### config.mk
export PLATFORM = sky130hd
export DESIGN_NAME = acq_sequencer_flat
export DESIGN_NICKNAME = d
export VERILOG_FILES = /design/src/rtl/acq_sequencer_if.sv /design/src/rtl/acq_sequencer.sv /design/src/flat_wrapper.sv
export SDC_FILE = /design/constraint.sdc
export NUM_CORES = 1
export LEC_CHECK = 0
export CAP_MARGIN = 20
export CORE_ASPECT_RATIO = 1.5
export CORE_UTILIZATION = 55
export CTS_BUF_LIST = sky130_fd_sc_hd__clkbuf_2 sky130_fd_sc_hd__clkbuf_4 sky130_fd_sc_hd__clkbuf_8
export DETAILED_ROUTE_END_ITERATION = 8
export GPL_ROUTABILITY_DRIVEN = 0
export PLACE_DENSITY = 0.86
export SLEW_MARGIN = 20
export SYNTH_ARGS = -nofsm -noshare
export SYNTH_HDL_FRONTEND = slang
export SYNTH_SLANG_ARGS = --single-unit
export TNS_END_PERCENT = 10
### constraint.sdc
create_clock -name aclk -period 5.48 [get_ports aclk]
set_input_delay 1.096 -clock aclk [delete_from_list [all_inputs] [get_ports aclk]]
set_output_delay 1.096 -clock aclk [all_outputs]
set_load 0.05 [all_outputs]
### src/rtl/acq_sequencer_if.sv
// Host/packetizer-facing signal bundle for acq_sequencer: command, config,
// status, packetizer control and S2MM monitor taps.
interface acq_sequencer_if #(
    parameter int unsigned CNT_WIDTH = 16
);
    logic                 cmd_start;
    logic                 cmd_abort;
    logic [31:0]          cfg_packet_len;
    logic [CNT_WIDTH-1:0] cfg_num_packets;
    logic                 mon_tvalid;
    logic                 mon_tready;
    logic                 mon_tlast;
    logic                 pkt_aresetn;
    logic [31:0]          pkt_config;
    logic                 busy;
    logic                 done;
    logic                 aborted;
    logic                 cfg_error;
    logic [CNT_WIDTH-1:0] packets_done;
    logic [31:0]          beats_done;
    logic                 irq;
    logic                 irq_ack;

    // Host / environment side
    modport master (
        output cmd_start, cmd_abort, cfg_packet_len, cfg_num_packets,
        output mon_tvalid, mon_tready, mon_tlast, irq_ack,
        input  pkt_aresetn, pkt_config, busy, done, aborted, cfg_error,
        input  packets_done, beats_done, irq
    );

    // Sequencer side
    modport slave (
        input  cmd_start, cmd_abort, cfg_packet_len, cfg_num_packets,
        input  mon_tvalid, mon_tready, mon_tlast, irq_ack,
        output pkt_aresetn, pkt_config, busy, done, aborted, cfg_error,
        output packets_done, beats_done, irq
    );
endinterface

### src/rtl/acq_sequencer.sv
// Acquisition sequencer: arms a packetizer by pulsing its reset, counts S2MM beats/packets, reports done/abort.
// Optional interrupt output enabled by defining ACQ_SEQUENCER_IRQ_EN.
module acq_sequencer #(
    parameter int unsigned RESET_CYCLES = 2,
    parameter int unsigned CNT_WIDTH    = 16
) (
    input  logic           aclk,
    input  logic           aresetn,
    acq_sequencer_if.slave bus
);
    localparam int unsigned LEN_W  = 32;
    localparam int unsigned BEAT_W = 32;
    localparam int unsigned ARM_W  = (RESET_CYCLES > 1) ? $clog2(RESET_CYCLES) : 1;

    localparam logic [1:0] S_IDLE   = 2'd0;
    localparam logic [1:0] S_ARM    = 2'd1;
    localparam logic [1:0] S_RUN    = 2'd2;
    localparam logic [1:0] S_FINISH = 2'd3;

    localparam logic [ARM_W-1:0]  ARM_LAST = ARM_W'(RESET_CYCLES - 1);
    localparam logic [BEAT_W-1:0] BEAT_MAX = '1;

    logic [1:0]           state_q, state_d;
    logic [ARM_W-1:0]     arm_cnt_q, arm_cnt_d;
    logic [LEN_W-1:0]     len_q, len_d;
    logic [CNT_WIDTH-1:0] num_q, num_d;
    logic [CNT_WIDTH-1:0] packets_q, packets_d;
    logic [BEAT_W-1:0]    beats_q, beats_d;
    logic                 aborted_q, aborted_d;
    logic                 cfg_error_q, cfg_error_d;
    logic                 pkt_aresetn_q, pkt_aresetn_d;
    logic [LEN_W-1:0]     pkt_config_q, pkt_config_d;
    logic                 busy_q, busy_d;
    logic                 done_q, done_d;
    logic                 hs;
    logic                 cfg_ok;

    assign hs     = bus.mon_tvalid & bus.mon_tready;
    assign cfg_ok = (bus.cfg_packet_len != '0) && (bus.cfg_num_packets != '0);

    // Next state, counters and registered outputs derived from the next state
    always_comb begin
        state_d     = state_q;
        arm_cnt_d   = arm_cnt_q;
        len_d       = len_q;
        num_d       = num_q;
        packets_d   = packets_q;
        beats_d     = beats_q;
        aborted_d   = aborted_q;
        cfg_error_d = cfg_error_q;

        case (state_q)
            S_IDLE: begin
                if (bus.cmd_start) begin
                    if (cfg_ok) begin
                        len_d       = bus.cfg_packet_len;
                        num_d       = bus.cfg_num_packets;
                        packets_d   = '0;
                        beats_d     = '0;
                        aborted_d   = 1'b0;
                        cfg_error_d = 1'b0;
                        arm_cnt_d   = '0;
                        state_d     = S_ARM;
                    end else begin
                        cfg_error_d = 1'b1;
                    end
                end
            end
            S_ARM: begin
                if (bus.cmd_abort) begin
                    aborted_d = 1'b1;
                    state_d   = S_IDLE;
                end else if (arm_cnt_q == ARM_LAST) begin
                    state_d = S_RUN;
                end else begin
                    arm_cnt_d = arm_cnt_q + ARM_W'(1);
                end
            end
            S_RUN: begin
                // The final beat is still counted when an abort lands on it; abort then wins
                if (hs) begin
                    if (beats_q != BEAT_MAX) begin
                        beats_d = beats_q + BEAT_W'(1);
                    end
                    if (bus.mon_tlast) begin
                        packets_d = packets_q + CNT_WIDTH'(1);
                        if ((packets_q + CNT_WIDTH'(1)) == num_q) begin
                            state_d = S_FINISH;
                        end
                    end
                end
                if (bus.cmd_abort) begin
                    aborted_d = 1'b1;
                    state_d   = S_IDLE;
                end
            end
            S_FINISH: begin
                state_d = S_IDLE;
            end
            default: begin
                state_d = S_IDLE;
            end
        endcase

        pkt_aresetn_d = (state_d == S_RUN);
        pkt_config_d  = (state_d == S_RUN) ? len_d : '0;
        busy_d        = (state_d == S_ARM) || (state_d == S_RUN);
        done_d        = (state_d == S_FINISH);
    end

    always_ff @(posedge aclk or negedge aresetn) begin
        if (!aresetn) begin
            state_q       <= S_IDLE;
            arm_cnt_q     <= '0;
            len_q         <= '0;
            num_q         <= '0;
            packets_q     <= '0;
            beats_q       <= '0;
            aborted_q     <= 1'b0;
            cfg_error_q   <= 1'b0;
            pkt_aresetn_q <= 1'b0;
            pkt_config_q  <= '0;
            busy_q        <= 1'b0;
            done_q        <= 1'b0;
        end else begin
            state_q       <= state_d;
            arm_cnt_q     <= arm_cnt_d;
            len_q         <= len_d;
            num_q         <= num_d;
            packets_q     <= packets_d;
            beats_q       <= beats_d;
            aborted_q     <= aborted_d;
            cfg_error_q   <= cfg_error_d;
            pkt_aresetn_q <= pkt_aresetn_d;
            pkt_config_q  <= pkt_config_d;
            busy_q        <= busy_d;
            done_q        <= done_d;
        end
    end

`ifdef ACQ_SEQUENCER_IRQ_EN
    logic irq_q, irq_d;

    // Set on a rising done/aborted; a coincident ack loses to the set
    always_comb begin
        irq_d = irq_q;
        if ((done_d && !done_q) || (aborted_d && !aborted_q)) begin
            irq_d = 1'b1;
        end else if (bus.irq_ack) begin
            irq_d = 1'b0;
        end
    end

    always_ff @(posedge aclk or negedge aresetn) begin
        if (!aresetn) begin
            irq_q <= 1'b0;
        end else begin
            irq_q <= irq_d;
        end
    end

    assign bus.irq = irq_q;
`else
    logic unused_irq_ack;

    assign unused_irq_ack = bus.irq_ack;
    assign bus.irq        = 1'b0;
`endif

    assign bus.pkt_aresetn  = pkt_aresetn_q;
    assign bus.pkt_config   = pkt_config_q;
    assign bus.busy         = busy_q;
    assign bus.done         = done_q;
    assign bus.aborted      = aborted_q;
    assign bus.cfg_error    = cfg_error_q;
    assign bus.packets_done = packets_q;
    assign bus.beats_done   = beats_q;

endmodule

### src/flat_wrapper.sv
// flat-port wrapper written by rule: the top's interface ports become plain ports
module acq_sequencer_flat 
#(
    parameter int unsigned RESET_CYCLES = 2,
    parameter int unsigned CNT_WIDTH    = 16
)
  (aclk, aresetn, bus_cmd_start, bus_cmd_abort, bus_cfg_packet_len, bus_cfg_num_packets, bus_mon_tvalid, bus_mon_tready, bus_mon_tlast, bus_irq_ack, bus_pkt_aresetn, bus_pkt_config, bus_busy, bus_done, bus_aborted, bus_cfg_error, bus_packets_done, bus_beats_done, bus_irq);
  acq_sequencer_if #(.CNT_WIDTH(CNT_WIDTH)) bus_i ();
  input  logic aclk;
  input  logic aresetn;
  input wire logic [$bits(bus_i.cmd_start)-1:0] bus_cmd_start;
  input wire logic [$bits(bus_i.cmd_abort)-1:0] bus_cmd_abort;
  input wire logic [$bits(bus_i.cfg_packet_len)-1:0] bus_cfg_packet_len;
  input wire logic [$bits(bus_i.cfg_num_packets)-1:0] bus_cfg_num_packets;
  input wire logic [$bits(bus_i.mon_tvalid)-1:0] bus_mon_tvalid;
  input wire logic [$bits(bus_i.mon_tready)-1:0] bus_mon_tready;
  input wire logic [$bits(bus_i.mon_tlast)-1:0] bus_mon_tlast;
  input wire logic [$bits(bus_i.irq_ack)-1:0] bus_irq_ack;
  output wire logic [$bits(bus_i.pkt_aresetn)-1:0] bus_pkt_aresetn;
  output wire logic [$bits(bus_i.pkt_config)-1:0] bus_pkt_config;
  output wire logic [$bits(bus_i.busy)-1:0] bus_busy;
  output wire logic [$bits(bus_i.done)-1:0] bus_done;
  output wire logic [$bits(bus_i.aborted)-1:0] bus_aborted;
  output wire logic [$bits(bus_i.cfg_error)-1:0] bus_cfg_error;
  output wire logic [$bits(bus_i.packets_done)-1:0] bus_packets_done;
  output wire logic [$bits(bus_i.beats_done)-1:0] bus_beats_done;
  output wire logic [$bits(bus_i.irq)-1:0] bus_irq;
  assign bus_i.cmd_start = bus_cmd_start;
  assign bus_i.cmd_abort = bus_cmd_abort;
  assign bus_i.cfg_packet_len = bus_cfg_packet_len;
  assign bus_i.cfg_num_packets = bus_cfg_num_packets;
  assign bus_i.mon_tvalid = bus_mon_tvalid;
  assign bus_i.mon_tready = bus_mon_tready;
  assign bus_i.mon_tlast = bus_mon_tlast;
  assign bus_i.irq_ack = bus_irq_ack;
  assign bus_pkt_aresetn = bus_i.pkt_aresetn;
  assign bus_pkt_config = bus_i.pkt_config;
  assign bus_busy = bus_i.busy;
  assign bus_done = bus_i.done;
  assign bus_aborted = bus_i.aborted;
  assign bus_cfg_error = bus_i.cfg_error;
  assign bus_packets_done = bus_i.packets_done;
  assign bus_beats_done = bus_i.beats_done;
  assign bus_irq = bus_i.irq;
  acq_sequencer #(.RESET_CYCLES(RESET_CYCLES), .CNT_WIDTH(CNT_WIDTH)) u_core (.aclk(aclk), .aresetn(aresetn), .bus(bus_i));
endmodule
# == After elaboration in Yosys (flattened, before gate mapping) ==
# Cells that the tools add are included.
# word_totals
reg_bits,136
latchBits,0
mem_bits_rw,0
mem_bits_ro,0
in_bits,56
output_inout_bits,86
elab_cells,77
mem_count,0
# classes
add_sub_neg,3
n_mul,0
n_div,0
order_cmp,0
eq_ne,15
shifts,0
muxes,31
bitwise_logic,1
n_reduce_logical,15
# op_table
op,count
2-to-1 mux 32 bit,8
2-to-1 mux 16 bit,4
one-hot mux 32 bit (2 select lines),1
"adder 32 x 1 -> 32 bit, second input constant",1
"!= test 32 bit, second input constant",1
one-hot mux 16 bit (2 select lines),1
nonzero test 32 bit,1
"adder 16 x 1 -> 16 bit, second input constant",1
equality test 16 bit,1
2-to-1 mux 2 bit,8
nonzero test 16 bit,1
AND reduction 5 bit,2
"equality test 2 bit, second input constant",4
"!= test 2 x 1 -> 1 bit, second input constant",4
one-hot mux 2 bit (4 select lines),1
AND reduction 4 bit,2
2-to-1 mux 1 bit,6
"!= test 2 bit, second input constant",3
nonzero test 2 bit,3
"equality test 2 x 1 -> 1 bit, second input constant",2
one-hot mux 1 bit (2 select lines),2
AND reduction 3 bit,1
logical NOT 2 bit,1
AND reduction 2 bit,1
other kinds (5),5

# == Depth between registers and ports, before layout ==
# logic_depth
depth_word,9
mapped_depth,12
mapped_depth_nobuf,10

# == Worst setup path before layout ==
# Ideal clock, no wire load.
# synth_path
path_kind,input to register
from,input bus_cfg_packet_len[28]
to,"register u_core.pkt_config_q[10], in the netlist u_core.bus.pkt_config[10]"
setup_ns,0.066
arrival_time_ns,3.455
t_required_ns,5.414
slack_ns,1.959
stages,11
path_buffers,4
cell_sequence,nor4_1 > nand4_1 > o2111ai_1 > buf_2 > buf_2 > buf_1 > o221ai_1 > a21oi_1 > ha_1 > clkbuf_1 > and2_1
# synth_between
elab_chain_len,7
word_cells_on_any_way,10
classes_between,1 x eq/ne; 7 x mux; 2 x reduce/logical
# synth_lines
item,line_no,source
"start, declared",flat_wrapper.sv:13,input wire logic [$bits(bus_i.cfg_packet_len)-1:0] bus_cfg_packet_len;
nonzero test 32 bit,acq_sequencer.sv:39,assign cfg_ok = (bus.cfg_packet_len != '0) && (bus.cfg_num_packets != '0);
logical AND 1 bit,acq_sequencer.sv:39,
2-to-1 mux 2 bit,acq_sequencer.sv:55,if (cfg_ok) begin
2-to-1 mux 2 bit,acq_sequencer.sv:54,if (bus.cmd_start) begin
one-hot mux 2 bit (4 select lines),acq_sequencer.sv:52,case (state_q)
via u_core.state_d[1],acq_sequencer.sv:23,"logic [1:0] state_q, state_d;"
equality test 2 bit,n/a,
via u_core.pkt_aresetn_d,acq_sequencer.sv:31,"logic pkt_aresetn_q, pkt_aresetn_d;"
2-to-1 mux 32 bit,acq_sequencer.sv:106,pkt_config_d = (state_d == S_RUN) ? len_d : '0;
via u_core.pkt_config_d[10],acq_sequencer.sv:32,"logic [LEN_W-1:0] pkt_config_q, pkt_config_d;"
"end signal, assigned",acq_sequencer.sv:135,pkt_config_q <= pkt_config_d;
"end, declared",acq_sequencer.sv:32,
# The timed path passes the listed nets, and every way through them passes these cells.
# A chain may end at the register's enable or synchronous reset.

# == Final worst setup path ==
# layout_path
from,input bus_mon_tvalid
to,"register u_core.pkt_config_q[3], in the netlist u_core.bus.pkt_config[3]"
# layout_between
elab_chain_len,6
# layout_lines
item,line_no,source
"start, declared",flat_wrapper.sv:15,input wire logic [$bits(bus_i.mon_tvalid)-1:0] bus_mon_tvalid;
bitwise AND 1 bit,acq_sequencer.sv:38,assign hs = bus.mon_tvalid & bus.mon_tready;
2-to-1 mux 2 bit,acq_sequencer.sv:81,if (hs) begin
2-to-1 mux 2 bit,acq_sequencer.sv:92,if (bus.cmd_abort) begin
one-hot mux 2 bit (4 select lines),acq_sequencer.sv:52,
via u_core.state_d[1],acq_sequencer.sv:23,
equality test 2 bit,n/a,
via u_core.pkt_aresetn_d,acq_sequencer.sv:31,
2-to-1 mux 32 bit,acq_sequencer.sv:106,
via u_core.pkt_config_d[3],acq_sequencer.sv:32,
# The timed path passes the listed nets, and every way through them passes these cells.

==> results.md <==
* Run status: complete, no violations
* Initial core utilization at 56.79%
* Largest cells by area after synthesis: dfrtp_1 54%, mux2_2 8.6%, and2_1 4.3%
* Syn_nets at 637
* Area leader, netlist: dfrtp_1
* Share of layout cells above drive strength 1 at 12.69%
* Worst hold path type: reg2reg
* Worst-Margin Slew at 869.3 ps
* Async SR Flop Fraction at 100.0%
* Unique masters post-synth at 49
* Hold path start: u_core.len_q[20]
* Ys flop type: dfrtp_1
* Leakage power at 3.412 nW
* Hold_buf cts at 0
* Io pins at 142
* Mapped Area at 6279 um2
* Total wire length at 15950 um
* Post-DP HPWL at 11130 um
* FF+latch count, synth at 136
* Area Growth Syn to Fin at 30.73%
* CTS tree: done
* Number of enable flip-flop cells after synthesis at 0
* Max-cap violations at 0
* Design area at 8208 um2
* Crit-path slowest cell: or4_1
* WHS Path Cells at 1
* CTS root buf: clkbuf_8
* Worst Reg-to-Reg Cells at 11
* Clk_lat worst skew at 440 ps
* Synth Instances at 574
* Antenna diodes at 0
* Maximum level of the CTS H-tree at 4
* Antenna Nets Post-Route at 0
* Crit path top cell by count: nand3_1
* Setup TNS at 0 ps
* Top-count cell post-synth: dfrtp_1
* RSZ-0062 raised after global routing: no
* Post-cts resize count at 0
* Final setup fails at 0
* Final Hold Fails at 0
* Residual DRC at 0
* Inserted Clock Buffers at 17
* Dpl cell area at 7799 um2
* Clock Tree Buf Depth at 2
* CP Cell Sequence: clkdlybuf4s50_1, nand3_1, nor3_1, nand3_1, or4_1, or4_4, a21oi_1, ha_1, buf_4, and2_1
* Row count at 47
* Crit share post-route at 68.97%
* Register area share after synthesis at 54.20%
* Top cells by count, synth: 136 x dfrtp_1, 48 x mux2_2, 44 x nor2_1
* Worst Path Max Fanout at 33
* R2R Setup Slk at 1880 ps
* Die height at 132.9 um
* Critical Path Start: bus_mon_tvalid
* Synth top area share at 54.20%
* Yosys warns at 0
* Drt via density at 5.773
* CORE AREA at 11060 um2
* Fin. max-slew vios at 0
* Avg WL per Cell at 18.29 um
* PwrDens at 326.0 nW/um2
* Crit-path max cell delay at 520 ps
* First-pass GRT wire length at 25560 um
* I/O Buffers at 139
* Post-CTS Setup Inserts at 0
* Crit end category: flop
* Number of iterations in the first detailed-routing pass at 7
* Initial antenna violation count at 0
* DR iter-0 viols at 390
* Vias in the first global route at 5326
* Max-Slew Margin vs Limit at 42.04%
* Final Net Count at 776
* Worst R2R Start: u_core.bus.packets_done[0]
* Clk sinks at 136
* Peak supply drop at 0.0002438 V
* Via count at 5034
* Total track usage at 28.72%
* Crit path arrival time at 4150 ps
* Max Clock Skew at 14.15 ps
* Worst setup SP type: input pin
* CP required at 5850 ps
* Syn avg cell area at 10.94 um2
* Largest net degree at the start of global routing at 96
* Period minus WS final at 3779 ps
* Congestion Overflow GR at 0
* DIE AREA at 11860 um2
* Die W at 89.24 um
* Reg clk slew, reported paths at 80 ps
* Critical path class: in2reg
* Peak Freq at 0.2646 GHz
==> critical path: cells and delay by family <==
kind / cells / cell delay [ps]
compound gates: 1 / 250
fa+ha+maj: 1 / 220
buf+inv: 2 / 760
simple gates: 6 / 1810
==> sequential cells by signal, indices dropped and copies added, names as in the netlist, 2 cells and up <==
register                 flops
u_core.state_q               2
u_core.bus.pkt_config       32
u_core.bus.beats_done       32
u_core.num_q                16
u_core.bus.packets_done     16
u_core.len_q                32
==> placed cells by master, fill, tap and decap left out, types with 2 or more instances in the layout <==
cell / Yosys / layout
clkdlybuf4s50_1: 0 / 138
dfrtp_1: 136 / 136
mux2_2: 48 / 48
nor2_1: 44 / 44
and2_1: 43 / 43
o21ai_0: 35 / 35
nand2_1: 30 / 30
nand3_1: 29 / 29
xnor2_1: 26 / 26
xor2_1: 19 / 19
a21oi_1: 17 / 17
clkbuf_8: 0 / 17
nor4_1: 16 / 16
nand4_1: 13 / 13
nor3_1: 11 / 11
inv_1: 9 / 9
o31ai_1: 8 / 8
and3_1: 8 / 8
or3_1: 7 / 7
ha_1: 7 / 7
nor2b_1: 5 / 5
inv_6: 0 / 5
buf_4: 2 / 5
nand2b_1: 4 / 4
and4_1: 4 / 4
mux2i_1: 3 / 3
bufinv_16: 0 / 3
a31oi_1: 2 / 2
o211ai_1: 2 / 2
or4_1: 2 / 2
or2_2: 2 / 2
a21o_1: 2 / 2
o41ai_1: 2 / 2
clkinv_2: 0 / 2
clkinvlp_4: 0 / 2
==> cell type report <==
class,instances,area [um2]
Multi-Input combinational cell,405,2748
Tap cell,147,183.9
Clock inverter,13,167.7
Inverter,9,33.78
Sequential cell,136,3403
Clock buffer,18,241.5
Fill cell,796,2848
Timing Repair Buffer,144,1430
==> per-stage QoR <==
step / util (%) / hold slack [ps] / instances / setup slack, ps / power (W)
2_1_floorplan: - / 465.1 / 574 / 1959 / 0.001626
3_3_place_gp: 70.54 / 471.9 / 841 / 1326 / 0.001779
3_5_place_dp: 70.54 / 477.6 / 841 / 1259 / 0.001822
4_1_cts: 74.24 / 495.7 / 872 / 1711 / 0.002686
5_1_grt: 74.24 / 509.7 / 872 / 1524 / 0.002801
6_report: 74.24 / 495.1 / 872 / 1701 / 0.002676
==> per-layer routing <==
| metal | vias up | routed length [um] | GRT usage, % |
|---|---|---|---|
| met5 | - | 0 | 0 |
| met4 | 0 | 482 | 11.82 |
| met3 | 42 | 1100 | 9.919 |
| met2 | 208 | 8592 | 49.87 |
| met1 | 2488 | 5771 | 31.16 |
| li1 | 2296 | - | - |
==> kinds of logic (layout without fill, tap and decap cells) <==
family,count (synthesis),after routing,synth area share (%)
AND/OR/NAND/NOR,225,225,19.41
flip-flops,136,136,54.20
AO/OA/AOI/OAI,76,76,7.254
multiplexers,51,51,9.087
XOR/XNOR,45,45,6.277
buffers and inverters,33,184,2.312
adder cells (fa/ha/maj),7,7,1.395
other,1,1,0.05973
==> power by group <==
part / internal, W / switching, W
logic: 0.000271 / 0.000305
clock network: 0.000459 / 0.000405
registers: 0.00115 / 0.0000825
==> final timing paths <==
kind | endpoint
max | u_core.bus.pkt_config[3]
min reg2reg | u_core.len_q[20]
max in group asynchronous | u_core.bus.pkt_config[9]
min | u_core.len_q[20]
min in group asynchronous | u_core.num_q[8]
max reg2reg | u_core.bus.pkt_config[3]
Note: power is estimated with default switching activity, not from simulation.
